### src/rtl/mux_scan_pkg.sv
// Shared types and constants for the mux_scan channel selector.
package mux_scan_pkg;

  typedef enum logic {
    MANUAL = 1'b0,
    SCAN   = 1'b1
  } state_e;

  localparam logic MODE_MANUAL = 1'b0;
  localparam logic MODE_SCAN   = 1'b1;

endpackage

### src/rtl/mux_scan_sel.sv
// Combinational N:1 selector of W-bit slices from a flattened bus.
module mux_scan_sel
  import mux_scan_pkg::*;
#(
  parameter int N = 4,
  parameter int W = 1
) (
  input  logic [N*W-1:0]         din,
  input  logic [$clog2(N)-1:0]   idx,
  output logic [W-1:0]           dout
);

  localparam int SW = $clog2(N);

  always_comb begin
    dout = '0;
    for (int k = 0; k < N; k++) begin
      if (idx == SW'(k)) dout = din[k*W +: W];
    end
  end

endmodule

### src/rtl/mux_scan.sv
// Registered N-channel mux with manual select and auto-scan modes.
// Optional freeze input enabled by defining MUX_SCAN_HOLD_EN.
module mux_scan
  import mux_scan_pkg::*;
#(
  parameter int N     = 4,
  parameter int W     = 1,
  parameter int DWELL = 4
) (
  input  logic                 clk,
  input  logic                 rst_n,
`ifdef MUX_SCAN_HOLD_EN
  input  logic                 hold,
`endif
  input  logic                 mode,
  input  logic [$clog2(N)-1:0] sel,
  input  logic [N*W-1:0]       din,
  output logic [W-1:0]         f,
  output logic [$clog2(N)-1:0] ch,
  output logic                 ch_vld
);

  localparam int SW = $clog2(N);
  localparam int CW = (DWELL > 1) ? $clog2(DWELL) : 1;
  localparam logic [SW:0]   N_EXT    = (SW+1)'(N);
  localparam logic [SW-1:0] CH_LAST  = SW'(N - 1);
  localparam logic [CW-1:0] CNT_LAST = CW'(DWELL - 1);

  state_e        state_q, state_d;
  logic [SW-1:0] ch_q, ch_d;
  logic [CW-1:0] cnt_q, cnt_d;
  logic [W-1:0]  f_q, f_d;
  logic          vld_q;
  logic          hold_w;

`ifdef MUX_SCAN_HOLD_EN
  assign hold_w = hold;
`else
  assign hold_w = 1'b0;
`endif

  // The rule of the state being entered governs the current edge.
  always_comb begin
    state_d = state_q;
    case (state_q)
      MANUAL:  if (mode == MODE_SCAN)   state_d = SCAN;
      SCAN:    if (mode == MODE_MANUAL) state_d = MANUAL;
      default: state_d = MANUAL;
    endcase

    ch_d  = ch_q;
    cnt_d = '0;
    if (state_d == SCAN) begin
      if (cnt_q == CNT_LAST) begin
        ch_d = (ch_q == CH_LAST) ? '0 : ch_q + SW'(1);
      end else begin
        cnt_d = cnt_q + CW'(1);
      end
    end else if ({1'b0, sel} < N_EXT) begin
      ch_d = sel;
    end
  end

  mux_scan_sel #(.N(N), .W(W)) u_sel (
    .din  (din),
    .idx  (ch_d),
    .dout (f_d)
  );

  always_ff @(posedge clk or negedge rst_n) begin
    if (!rst_n) begin
      state_q <= MANUAL;
      ch_q    <= '0;
      cnt_q   <= '0;
      f_q     <= '0;
      vld_q   <= 1'b0;
    end else if (hold_w) begin
      vld_q   <= 1'b0;
    end else begin
      state_q <= state_d;
      ch_q    <= ch_d;
      cnt_q   <= cnt_d;
      f_q     <= f_d;
      vld_q   <= (ch_d != ch_q);
    end
  end

  assign f      = f_q;
  assign ch     = ch_q;
  assign ch_vld = vld_q;

endmodule
### config.mk
export PLATFORM = sky130hd
export DESIGN_NAME = mux_scan
export DESIGN_NICKNAME = d
export VERILOG_FILES = /design/src/rtl/mux_scan_pkg.sv /design/src/rtl/mux_scan_sel.sv /design/src/rtl/mux_scan.sv
export SDC_FILE = /design/constraint.sdc
export NUM_CORES = 1
export LEC_CHECK = 0
export BUFFER_PORTS_ARGS = -buffer_cell sky130_fd_sc_hd__buf_2
export CAP_MARGIN = 40
export CORE_AREA = 2 2 39 41
export DETAILED_ROUTE_END_ITERATION = 8
export DIE_AREA = 0 0 41 43
export GPL_ROUTABILITY_DRIVEN = 0
export GPL_TIMING_DRIVEN = 0
export MAX_ROUTING_LAYER = met4
export PLACE_DENSITY = 0.56
export SYNTH_ARGS = -nofsm -noshare
export SYNTH_HDL_FRONTEND = slang
export SYNTH_SLANG_ARGS = --single-unit
### constraint.sdc
create_clock -name clk -period 1.9 [get_ports clk]
set_input_delay 0.38 -clock clk [delete_from_list [all_inputs] [get_ports clk]]
set_output_delay 0.38 -clock clk [all_outputs]
set_load 0.01 [all_outputs]
[Yosys cells after proc, flatten, opt, wreduce, memory -nomap -nowiden]
Index checks and enable logic that the tools add are counted.
Word-level totals
  output and inout port bits: 4
  bits in read-only memories: 0
  bits in latches: 0
  memories kept: 0
  register bits after elaboration: 6
  memory bits (writable): 0
Cells by class
  shift-type cells: 0
  order comparisons: 0
  reduce and logical (&&, ||, !) cells: 1
  multipliers: 0
  add/sub/neg operators: 2
  multiplexer cells: 10
  eq/ne operators: 6
  div/mod/pow operators: 0
  bitwise operators: 0
Operators with widths (count)
  two-way mux 2 bit: 5
  == test 2 bit, second input constant: 4
  two-way mux 1 bit: 5
  adder 2 x 1 -> 2 bit, second input constant: 2
  == test 2 x 1 -> 1 bit, second input constant: 1
  zero test 2 bit: 1
  inequality test 2 bit: 1

[Depth between registers and ports, before layout]
Gate-level depths: netlist (run 1).
  depth after elaboration: 9
  gate-level depth with buffers: 5
  gate-level depth less buffers: 5

[Cells and area by module]
From an unflattened synthesis (run 1), not the netlist that was laid out.
Unflattened totals
  cells, all modules: 29
  area total of the unflattened synthesis: 324.1 µm²
By module, submodules not included
  mux_scan: times used 1, cells each 28, area an instance 301.5 µm²
  mux_scan_sel: times used 1, cells each 1, area an instance 22.5 µm²

[Worst setup path before layout (run 1)]
No wires, ideal clock.
  path kind: register -> register
  start: reg ch_q[0] (netlist: ch[0])
  end: reg f_q (netlist: f)
  arrival time: 1.523 ns
  setup slack: 0.239 ns
  setup time: 0.138 ns
  required time: 1.762 ns
  buffers on the path: 0
  stages on the path, launching flop included: 6
  cell sequence: dfrtp_1 ha_1 or3b_1 a31oi_4 mux2i_1 a22oi_2
On the way
  cells in the longest elaborated chain, start to end: 9
RTL lines
  from (decl): RTL line mux_scan.sv:30  | logic [SW-1:0] ch_q, ch_d;
  from (signal assigned): RTL line mux_scan.sv:81  | ch_q <= ch_d;
  adder 2 x 1 -> 2 bit / == test 2 bit (equally long branches): RTL line mux_scan.sv:55  | ch_d = (ch_q == CH_LAST) ? '0 : ch_q + SW'(1);
  two-way mux 2 bit: RTL line mux_scan.sv:55
  two-way mux 2 bit *: RTL line mux_scan.sv:54  | if (cnt_q == CNT_LAST) begin
  two-way mux 2 bit *: RTL line mux_scan.sv:53  | if (state_d == SCAN) begin
  named net ch_d[0]: RTL line mux_scan.sv:30
  zero test 2 bit: RTL line mux_scan_sel.sv:18  | if (idx == SW'(k)) dout = din[k*W +: W];
  two-way mux 1 bit (3 in series): RTL line mux_scan_sel.sv:18
  two-way mux 1 bit *: RTL line mux_scan_sel.sv:18
  named net f_d: RTL line mux_scan.sv:32  | logic [W-1:0] f_q, f_d;
  to (signal assigned): RTL line mux_scan.sv:75  | f_q <= '0;
  to (signal assigned): RTL line mux_scan.sv:83  | f_q <= f_d;
  to (decl): RTL line mux_scan.sv:32
Mark *: on every way through the listed nets, which the timed path passes. The rest lies on a longest branch.

[Worst setup path after layout (run 1)]
  start: reg ch_q[0] (netlist: ch[0])
  end: reg vld_q (netlist: ch_vld)
On the way
  cells in the longest elaborated chain, start to end: 5
RTL lines
  adder 2 x 1 -> 2 bit / == test 2 bit (equally long branches): RTL line mux_scan.sv:55
  two-way mux 2 bit: RTL line mux_scan.sv:55
  two-way mux 2 bit: RTL line mux_scan.sv:54
  two-way mux 2 bit: RTL line mux_scan.sv:53
  inequality test 2 bit *: RTL line mux_scan.sv:84  | vld_q <= (ch_d != ch_q);
  to (signal assigned): RTL line mux_scan.sv:84
  to (decl): RTL line mux_scan.sv:33  | logic vld_q;
Mark *: on every way between the ends. The rest lies on a longest branch, timed or not.

==> results.json, run 1 <==
{
  "cts-resized-gates": 0,
  "ir_worst_vdd_v": 0.0003872,
  "grt_pass1_wl_microns": 848,
  "syn2layout_area_growth_pct": 36.44,
  "row_count": 14,
  "synth_adder_area_share": 0.08097,
  "drtIter0Drc": 4,
  "grt_max_degree": 7,
  "slew_headroom": 0.7260,
  "clock_path_buffers": 2,
  "worst-setup-path-type": "register to register",
  "synth_compound_area_frac": 0.1255,
  "antenna_cells": 0,
  "hold_class": "input port to register",
  "rsz0062_at_grt": "false",
  "top_usage_layer": "met1",
  "cts.clk_slew.worst_paths_ns": 0.04,
  "clock_latency_ns": 0.24,
  "antenna_found_initial": 0,
  "required_ns": 2.03,
  "grt_use_met3": 0.09424,
  "use_met1": 0.1082,
  "outcome": "finished clean",
  "crit_path_start_kind": "register",
  "portBuffers": 12,
  "worstPathArrival_ns": 1.84,
  "firstDrtPassIters": 2,
  "grt_usage": 0.08592,
  "setup_viol": 0,
  "nets": 53,
  "die_w_microns": 41,
  "yosys.area_share.simple": 0.1377,
  "die_h_microns": 43,
  "drv_slew": 0,
  "overflow": 0,
  "die_area_sq_um": 1763,
  "final.min_clock_period_ns": 1.717,
  "clock_sinks": 6,
  "worst_setup_path_end_kind": "register",
  "synth_top_family_by_area": "simple AND/OR/NAND/NOR gates",
  "htreeDepth": 1,
  "coreArea_sq_um": 1384,
  "finalCritPeriodShare": 0.9039,
  "synth-warning-count": 0,
  "drv_cap": 0,
  "vias": 221,
  "cts_tree": "built",
  "tightest_slew_ns": 0.3996,
  "via_per_inst": 3.946,
  "cts_buffers": 3,
  "grt_pass1_vias": 179,
  "met2_usage": 0.08125,
  "drive_above_1_share": 0.4250,
  "total_leakage_power_uw": 0.0002027,
  "fmax_mhz": 582.3,
  "cts_setup_buffers": 0,
  "muxShareOfSynthArea": 0.1012,
  "syn-cell-area_sq_um": 309.0,
  "initial_core_util": 0.2233,
  "io-pin-count": 13,
  "finalHoldViolCount": 0,
  "synth_xor_area_frac": 0.05668,
  "routed_wl_microns": 564,
  "total_power_uw": 364.5,
  "cts_hold_buf": 1,
  "dp_hpwl_microns": 440.8,
  "syn_inst": 24,
  "fin_skew_ns": 0.0006042,
  "synthesis.nets": 35,
  "synth_seq_cells": 6,
  "cts_root_buf": "clkbuf_4",
  "seq_area_frac_synth": 0.4858,
  "wl_per_cell_microns": 10.07,
  "drtAntennaViolNets": 0,
  "syn_avg_cell_area_sq_um": 12.88,
  "drc": 0,
  "tns_ns": 0,
  "critPathMaxFanout": 5,
  "yosysUniqueCellTypes": 16,
  "p_per_area_nw_per_um2": 864.3
}
==> cell families after synthesis <==
kind of cell / after synthesis
AO/OA/AOI/OAI: 3
XOR/XNOR: 2
adder cells (fa/ha/maj): 2
buffers and inverters: 1
flip-flops: 6
multiplexers: 3
AND/OR/NAND/NOR: 7
==> synthesized netlist by cell type <==
cell type / number / share of area
and2_1: 1 / 0.020
a22oi_2: 1 / 0.040
mux2_1: 1 / 0.036
inv_1: 1 / 0.012
xnor2_1: 1 / 0.028
ha_1: 2 / 0.081
mux2i_1: 2 / 0.065
or3b_1: 1 / 0.028
nand2_1: 1 / 0.012
dfrtp_1: 6 / 0.49
a31oi_4: 1 / 0.069
nand2b_1: 2 / 0.040
xor2_1: 1 / 0.028
nor2_1: 1 / 0.012
nor3b_1: 1 / 0.024
a21oi_1: 1 / 0.016
==> layer usage <==
layer  vias up  wire length [microns]
li1        116                      -
met1        88                    263
met2        17                    215
met3         0                     85
met4         0                      0
met5         -                      0
==> metrics by stage <==
step / std cells / util / setup slack [ns] / cell area (sq um) / hold slack, ns
2_1_floorplan: 24 / - / 0.2389 / 309.0 / 0.08441
3_5_place_dp: 52 / 0.2812 / 0.1691 / 389.1 / 0.2112
3_3_place_gp: 52 / 0.2812 / 0.1862 / 389.1 / 0.2106
6_report: 56 / 0.3047 / 0.1825 / 421.7 / 0.4207
5_1_grt: 56 / 0.3047 / 0.04368 / 421.7 / 0.4327
4_1_cts: 56 / 0.3047 / 0.1641 / 421.7 / 0.4132
==> cell type report <==
class                      instances  area, sq um
inverter                           1        3.754
clock buffer                       3        22.52
tap                               16        20.02
multi-input combinational         17        155.1
fill                             151        962.2
timing repair buffer              13        70.07
sequential                         6        150.1
==> layout by cell type (no fill, tap or decap) <==
| cell type | count |
|---|---|
| a21oi_1 | 1 |
| a22oi_2 | 1 |
| a31oi_4 | 1 |
| and2_1 | 1 |
| buf_2 | 12 |
| clkbuf_4 | 3 |
| dfrtp_1 | 6 |
| dlygate4sd3_1 | 1 |
| ha_1 | 2 |
| inv_1 | 1 |
| mux2_1 | 1 |
| mux2i_1 | 2 |
| nand2_1 | 1 |
| nand2b_1 | 2 |
| nor2_1 | 1 |
| nor3b_1 | 1 |
| or3b_1 | 1 |
| xnor2_1 | 1 |
| xor2_1 | 1 |
==> path summary, 6_finish.rpt <==
kind                       startpoint        to  slack [ns]  depth (start not counted)
setup reg to reg                ch[0]    ch_vld        0.18                          5
hold reg to reg              cnt_q[0]  cnt_q[0]        0.44                          1
setup / recovery                ch[0]    ch_vld        0.18                          5
hold / removal                 din[2]         f        0.42                          3
min in group asynchronous       rst_n  cnt_q[0]        0.49                          2
max in group asynchronous       rst_n         f        1.27                          2
==> worst max-delay path: stages, from the launching register on <==
cell and delay [ns]:
dfrtp_1 0.41, ha_1 0.30, mux2_1 0.29, mux2i_1 0.35
xor2_1 0.18, nand2_1 0.07
==> flip-flops by register name, indices dropped and copies added (netlist names) <==
register  count
cnt_q         2
f             1
ch            2
ch_vld        1
==> where the power goes <==
| part | total (uW) | internal, uW | switching (uW) |
|---|---|---|---|
| Clock | 116 | 71.3 | 44.4 |
| Sequential | 159 | 148 | 11.1 |
| Combinational | 89.7 | 45.0 | 44.7 |
Power figures use the tool's default switching activity.
==> inputs of run 2 (changes only) <==
RECOVER_POWER = 100   (was unset)
==> results.json, run 2 (synthesized netlist as in run 1, its figures left out) <==
{
  "portBuffers": 12,
  "required_ns": 2.02,
  "grt_usage": 0.08592,
  "outcome": "finished clean",
  "total_leakage_power_uw": 0.0001901,
  "drv_cap": 0,
  "final_common_cell": "buf_2",
  "power_frac_seq": 0.442,
  "via_per_inst": 3.946,
  "firstDrtPassIters": 2,
  "drive_above_1_share": 0.3000,
  "fmax_mhz": 581.4,
  "antenna_found_initial": 0,
  "drtAntennaViolNets": 0,
  "coreArea_sq_um": 1384,
  "nets": 53,
  "clock_path_buffers": 2,
  "fillers": 153,
  "die_w_microns": 41,
  "cts_tree": "built",
  "combPwrFrac": 0.237,
  "ir_worst_vdd_v": 0.0003873,
  "multi_input_area_sq_um": 155.1,
  "vias": 221,
  "drtIter0Drc": 4,
  "grt_pass1_vias": 179,
  "worstPathArrival_ns": 1.85,
  "power_switching_uw": 100.6,
  "die_area_sq_um": 1763,
  "dp_hpwl_microns": 440.8,
  "path_buf_inv": 0,
  "rsz0062_at_grt": "false",
  "final.min_clock_period_ns": 1.720,
  "seqCellArea_sq_um": 150.1,
  "hold_class": "input port to register",
  "p_per_area_nw_per_um2": 868.1,
  "grt_pass1_wl_microns": 848,
  "crit_path_start_kind": "register",
  "row_count": 14,
  "critical-path-top-delay-family": "multiplexers",
  "tns_ns": 0,
  "initial_core_util": 0.2233,
  "cts_buffers": 3,
  "cts.clk_slew.worst_paths_ns": 0.04,
  "clkPwrFrac": 0.321,
  "worst-setup-path-type": "register to register",
  "antenna_cells": 0,
  "htreeDepth": 1,
  "cts_root_buf": "clkbuf_4",
  "p_sw_frac": 0.2790,
  "cp_slowest_stage_delay_ns": 0.42,
  "clock_sinks": 6,
  "mostFrequentLayoutCells": "buf_2, dfrtp_1, clkbuf_1, clkbuf_4",
  "worst_setup_path_end_kind": "register",
  "drc": 0,
  "total_power_uw": 360.6,
  "p_int_uw": 260.0,
  "syn2layout_area_growth_pct": 34.41,
  "cp_slowest_cell": "dfrtp_1",
  "finalHoldViolCount": 0,
  "clock_latency_ns": 0.24,
  "critPathMaxFanout": 5,
  "crit_chain": "ha_1, mux2_1, mux2i_1, xor2_1, nand2_1",
  "wl_per_cell_microns": 10.04,
  "setup_viol": 0,
  "drv_slew": 0,
  "cts_setup_buffers": 0,
  "die_h_microns": 43,
  "routed_wl_microns": 562,
  "io-pin-count": 13,
  "tightest_slew_ns": 0.3994,
  "finalCritPeriodShare": 0.9053,
  "overflow": 0,
  "fin_skew_ns": 0.0005911,
  "grt_max_degree": 7,
  "slew_headroom": 0.7261
}
[run 2: cell types whose count changed in the layout (fill, tap and decap cells not counted)]
| cell | before | now |
|---|---|---|
| clkbuf_1 | 0 | 5 |
| buf_2 | 12 | 7 |
[run 2: worst paths after layout]
| kind | startpoint | to | slack, ns | cells after the start |
|---|---|---|---|---|
| min in group asynchronous | rst_n | cnt_q[0] | 0.54 | 2 |
| max in group asynchronous | rst_n | f | 1.12 | 2 |
| hold reg to reg | cnt_q[0] | cnt_q[0] | 0.44 | 1 |
| setup / recovery | ch[0] | ch_vld | 0.18 | 5 |
| hold / removal | din[2] | f | 0.42 | 3 |
| setup reg to reg | ch[0] | ch_vld | 0.18 | 5 |
[run 2: worst min-delay path, delay by kind of cell]
family,cells,cell delay (ns)
and+or+nand+nor,1,0.07
buffers and inverters,1,0.09
AOI/OAI and AO/OA,1,0.07
[run 2: power by group through the flow]
stage | Sequential, uW | Clock (uW) | Combinational, uW
after floorplan | 167 | 0 | 47.9
after global placement | 160 | 0 | 88.6
after detailed placement | 161 | 0 | 90.1
after CTS | 159 | 124 | 91.9
after global routing | 162 | 134 | 98.4
final | 159 | 116 | 85.4
[run 2: per-stage QoR]
step / util / setup slack [ns] / instance area, sq um / hold WS, ns / cells
global placement: 0.2812 / 0.1862 / 389.1 / 0.2106 / 52
global route: 0.3002 / 0.04068 / 415.4 / 0.4327 / 56
finish: 0.3002 / 0.1800 / 415.4 / 0.4207 / 56
CTS: 0.3047 / 0.1641 / 421.7 / 0.4132 / 56
detailed placement: 0.2812 / 0.1691 / 389.1 / 0.2112 / 52
floorplan: - / 0.2389 / 309.0 / 0.08441 / 24
[run 2: cell type report]
type / instances / area share
multi-input combinational: 17 / 0.3735
sequential: 6 / 0.3614
timing repair buffer: 13 / 0.1536
clock buffer: 3 / 0.05422
tap: 16 / 0.04819
inverter: 1 / 0.009036
[run 2: timing repair]
action | 4_1_cts | 5_1_grt
endpoints found under the hold margin | 6 | 0
resized for setup | 0 | 0
hold buffers | 1 | 0
[run 2: routing by layer]
metal / up-vias / track usage / routed length [microns]
li1: 116 / - / -
met1: 88 / 0.1082 / 260
met2: 17 / 0.08125 / 215
met3: 0 / 0.09424 / 86
met4: 0 / 0.04000 / 0
met5: - / - / 0
